$ cat config.mk
export PLATFORM = sky130hd
export DESIGN_NAME = pipe_adder
export DESIGN_NICKNAME = d
export VERILOG_FILES = /design/src/rtl/pipe_adder.sv
export SDC_FILE = /design/constraint.sdc
export NUM_CORES = 1
export LEC_CHECK = 0
export ABC_AREA = 1
export CAP_MARGIN = 0
export CELL_PAD_IN_SITES_DETAIL_PLACEMENT = 0
export CELL_PAD_IN_SITES_GLOBAL_PLACEMENT = 1
export CORE_UTILIZATION = 45
export DETAILED_ROUTE_END_ITERATION = 8
export GPL_ROUTABILITY_DRIVEN = 0
export PLACE_DENSITY_LB_ADDON = 0.1
export SLEW_MARGIN = 25
export SYNTH_ARGS = -nofsm -noshare
export SYNTH_HDL_FRONTEND = slang
export SYNTH_SLANG_ARGS = --single-unit
$ cat constraint.sdc
create_clock -name clk -period 4.94 [get_ports clk]
set_clock_uncertainty 0.1 [all_clocks]
set_input_delay 0.988 -clock clk [delete_from_list [all_inputs] [get_ports clk]]
set_output_delay 0.988 -clock clk [all_outputs]
set_load 0.1 [all_outputs]
$ cat src/rtl/pipe_adder.sv
// -----------------------------------------------------------------------------
// pipe_adder -- pipelined add/subtract unit with valid/ready handshakes.
//
// The WIDTH-bit operation is split into STAGES chunks of CW = WIDTH/STAGES
// bits. Stage k adds chunk k using the carry registered by stage k-1, so no
// combinational carry chain is longer than CW bits. The last stage's
// registers drive the outputs directly, giving a latency of STAGES cycles.
//
// Parameters
//   WIDTH     operand/result width in bits (>= 2)
//   STAGES    pipeline depth; WIDTH must be a multiple of STAGES
// Ports
//   clk       rising-edge clock
//   rst       asynchronous active-high reset
//   in_valid  operand set on a/b/sub/cin is valid
//   in_ready  pipeline can accept an operand set this cycle
//   a, b      operands
//   sub       0 = a + b + cin, 1 = a - b - cin
//   cin       carry-in (add) or borrow-in (subtract)
//   out_valid result on sum/cout/ovf is valid
//   out_ready downstream accepts the result this cycle
//   sum       result
//   cout      raw carry out of the MSB (1 = no borrow when subtracting)
//   ovf       two's-complement signed overflow
// -----------------------------------------------------------------------------
module pipe_adder #(
  parameter int WIDTH  = 16,
  parameter int STAGES = 4
) (
  input  logic             clk,
  input  logic             rst,
  input  logic             in_valid,
  output logic             in_ready,
  input  logic [WIDTH-1:0] a,
  input  logic [WIDTH-1:0] b,
  input  logic             sub,
  input  logic             cin,
  output logic             out_valid,
  input  logic             out_ready,
  output logic [WIDTH-1:0] sum,
  output logic             cout,
  output logic             ovf
);

  localparam int CW = WIDTH / STAGES;

  logic             adv;
  logic [WIDTH-1:0] b_eff;
  logic             cin_eff;
  logic             ovf_q;

  // Registered state of every stage, exposed so stage k can read stage k-1.
  logic             st_valid [STAGES];
  logic             st_carry [STAGES];
  logic [WIDTH-1:0] st_sum   [STAGES];
  logic [WIDTH-1:0] st_a     [STAGES];
  logic [WIDTH-1:0] st_b     [STAGES];

  // The whole pipeline moves as one: it advances whenever the output slot is
  // empty or being drained, otherwise every stage holds.
  assign adv      = !st_valid[STAGES-1] || out_ready;
  assign in_ready = adv;

  // Subtraction is a + ~b + ~cin, so a borrow-in becomes a missing carry-in.
  assign b_eff   = sub ? ~b : b;
  assign cin_eff = sub ? ~cin : cin;

  genvar gi;
  generate
    for (gi = 0; gi < STAGES; gi++) begin : g_stage
      logic             in_v;
      logic             in_c;
      logic [WIDTH-1:0] in_a;
      logic [WIDTH-1:0] in_b;
      logic [WIDTH-1:0] in_s;
      logic [CW:0]      add_w;

      logic             valid_d, valid_q;
      logic             carry_d, carry_q;
      logic [WIDTH-1:0] sum_d,   sum_q;
      logic [WIDTH-1:0] a_d,     a_q;
      logic [WIDTH-1:0] b_d,     b_q;

      if (gi == 0) begin : g_head
        assign in_v = in_valid;
        assign in_c = cin_eff;
        assign in_a = a;
        assign in_b = b_eff;
        assign in_s = '0;
      end else begin : g_link
        assign in_v = st_valid[gi-1];
        assign in_c = st_carry[gi-1];
        assign in_a = st_a[gi-1];
        assign in_b = st_b[gi-1];
        assign in_s = st_sum[gi-1];
      end

      // Operands are shifted right by CW after each stage, so the chunk to
      // add is always in the low CW bits of whatever arrives here.
      assign add_w = {1'b0, in_a[CW-1:0]} + {1'b0, in_b[CW-1:0]} + {{CW{1'b0}}, in_c};

      // The partial sum is shifted right as new chunks enter at the top;
      // after the final stage every chunk sits in its proper position.
      assign valid_d = in_v;
      assign carry_d = add_w[CW];
      assign sum_d   = (in_s >> CW) | (WIDTH'(add_w[CW-1:0]) << (WIDTH - CW));
      assign a_d     = in_a >> CW;
      assign b_d     = in_b >> CW;

      always_ff @(posedge clk or posedge rst) begin
        if (rst) begin
          valid_q <= 1'b0;
          carry_q <= 1'b0;
          sum_q   <= '0;
          a_q     <= '0;
          b_q     <= '0;
        end else if (adv) begin
          valid_q <= valid_d;
          carry_q <= carry_d;
          sum_q   <= sum_d;
          a_q     <= a_d;
          b_q     <= b_d;
        end
      end

      assign st_valid[gi] = valid_q;
      assign st_carry[gi] = carry_q;
      assign st_sum[gi]   = sum_q;
      assign st_a[gi]     = a_q;
      assign st_b[gi]     = b_q;

      // The final stage adds the top chunk, whose MSBs are the sign bits of
      // a and of the effective b, so overflow is resolved right here.
      if (gi == STAGES - 1) begin : g_tail
        logic ovf_d;

        assign ovf_d = (in_a[CW-1] == in_b[CW-1]) && (add_w[CW-1] != in_a[CW-1]);

        always_ff @(posedge clk or posedge rst) begin
          if (rst) begin
            ovf_q <= 1'b0;
          end else if (adv) begin
            ovf_q <= ovf_d;
          end
        end
      end
    end
  endgenerate

  assign out_valid = st_valid[STAGES-1];
  assign sum       = st_sum[STAGES-1];
  assign cout      = st_carry[STAGES-1];
  assign ovf       = ovf_q;

endmodule

==> results.txt <==
Top cells by area, synth = dfrtp_1 56%, nand2_1 14%, o21ai_0 4.3%
Syn_nets = 523
Unrepaired setup endpoints after global routing = no
Global-route wire length before repair = 13,800 um
Yosys reg bits = 97
Crit path DAT = 1870 ps
R2R setup slack = 2890 ps
Drt first pass iters = 4
Clock sinks = 97
DIE AREA = 0.00999 sq mm
Post-DRT Antenna Nets = 0
Worst vdd ir = 419 uV
All-Layer GR Usage = 0.175
Tot Pwr = 0.00358 W
Relative slew slack = 0.346
Via/cell ratio = 4.68
Clock Root Buffer = clkbuf_8
TritonCTS buffer count = 9
Longest Clk Path Bufs = 2
# rows = 35
Final setup fails = 0
Syn Inst Count = 465
Crit path max fanout = 2
Die Ht = 99.9 um
Share of layout cells above drive strength 1 = 0.0518
DRT iter0 DRCs = 133
Slew @ Worst Pin = 978 ps
Max cap viols = 0
Clock transition at path regs = 100 ps
Met2 WL = 3710 um
Status = complete, no violations
DRT met1 WL = 3680 um
TritonCTS clock tree = yes
Most frequent cells in the layout = 165 x nand2_1, 97 x dfrtp_1, 56 x clkdlybuf4s50_1, 38 x inv_1, 37 x o21ai_0
DRC viols = 0
Routed length on met3 = 293 um
Vias in the first global route = 3,019
Area leader, netlist = dfrtp_1
Post-synth top area share = 0.562
Synth unique cells = 21
Crit. End Element = output pin
Slew Viols, Final = 0
Chip width = 99.9 um
Vias = 3,039
Cell Area, Synth = 0.00432 sq mm
IO buf count = 57
Fin nets = 574
Most common cell after layout, fill and taps aside = nand2_1
H-tree depth = 3
Antenna diodes = 0
Layout area overhead = 20.2%
Cells resized by post-CTS repair = 0
Routed WL per cell = 12.1 um
Cell Pwr Density = 690 mW/mm^2
Hold-fix buffers, CTS = 0
Core area = 0.00928 sq mm
Initial antenna violation count = 0
Final TNS setup = 0 ps
Synth Warn # = 0
Largest net degree at the start of global routing = 81
Syn avg cell area = 9.28 sq um
Hold WC Path Type = register to register
Fin crit share = 0.598
Post-CTS Setup Inserts = 0
Critical path class = primary input to output pin
Max Freq = 339 MHz
Final Hold Vio Count = 0
Initial Util = 0.465
Top layer in use = met4
Hpwl dp = 5170 um
Post-Route WL = 7840 um
Tmin final = 2950 ps
Io pins = 58
Overflow after GRT = 0
Worst skew pair latency = 350 ps
Sequential share of the synthesized area = 0.562
CP Launch Type = primary input
LEAKAGE = 2.51 nW
WP data required = 3850 ps
-- cell type report --
class | instances | area [sq um]
Multi-Input combinational cell | 306 | 1600
Inverter | 40 | 153
Clock inverter | 7 | 106
Fill cell | 858 | 4090
Timing Repair Buffer | 62 | 618
Sequential cell | 97 | 2430
Tap cell | 129 | 161
Clock buffer | 9 | 124
-- report_power, final --
| group | internal, W | switching [W] |
|---|---|---|
| combinational | 0.000505 | 0.00117 |
| sequential | 0.00114 | 0.000180 |
| clock | 0.000295 | 0.000285 |
| total | 0.00194 | 0.00164 |
-- state kept, by name (all words and copies together), names as in the netlist --
register / flops
cout: 1
g_stage.a_q: 24
g_stage.b_q: 24
g_stage.carry_q: 3
g_stage.sum_q: 24
g_stage.valid_q: 3
out_valid: 1
ovf: 1
sum: 16
-- Yosys cell counts --
cell type,number
o22ai_1,1
nand2_1,165
inv_1,39
fa_1,8
clkbuf_1,3
a21oi_1,6
inv_2,1
xnor2_1,12
nor2_4,1
o21ai_0,37
o31ai_1,3
buf_6,2
or2_2,2
buf_2,9
dfrtp_1,97
nor2_1,13
ha_1,12
buf_4,8
xor2_1,5
o21ai_1,24
nand3_1,17
-- worst max-delay path, stage by stage --
cell             delay (ps)
clkdlybuf4s50_1         500
nor2_4                   50
inv_2                   130
buf_12                  190
-- routing by layer --
| layer | GRT usage | up-vias |
|---|---|---|
| met5 | 0 | - |
| met4 | 0.0566 | 0 |
| met3 | 0.0404 | 10 |
| met2 | 0.299 | 51 |
| met1 | 0.221 | 1420 |
| li1 | - | 1558 |
-- per-stage QoR --
step	hold slack (ps)	area, sq um	setup slack, ps	instances	util
after floorplan	340	4320	1320	465	-
after global placement	352	4960	1700	634	0.534
after detailed placement	350	4960	1660	634	0.534
after CTS	377	5190	1960	650	0.559
after global routing	393	5190	1910	650	0.559
final	365	5190	1990	650	0.559
-- final timing paths --
kind | endpoint | cells past startpoint | from
max reg2reg | sum[15] | 7 | out_valid
max | in_ready | 4 | out_ready
min in group asynchronous | g_stage[1].a_q[6] | 2 | rst
max in group asynchronous | g_stage[0].a_q[1] | 3 | rst
min reg2reg | sum[9] | 2 | g_stage[2].sum_q[13]
min | sum[9] | 2 | g_stage[2].sum_q[13]
-- logic make-up (layout without fill, tap and decap cells) --
family | after synthesis | in the layout | share of synthesized area
flops | 97 | 97 | 0.562
buf+inv | 62 | 118 | 0.0670
simple gates | 198 | 198 | 0.180
fa+ha+maj | 20 | 20 | 0.0719
compound gates | 71 | 71 | 0.0844
xor+xnor | 17 | 17 | 0.0345
No activity file was read; power rests on OpenSTA's default activity.
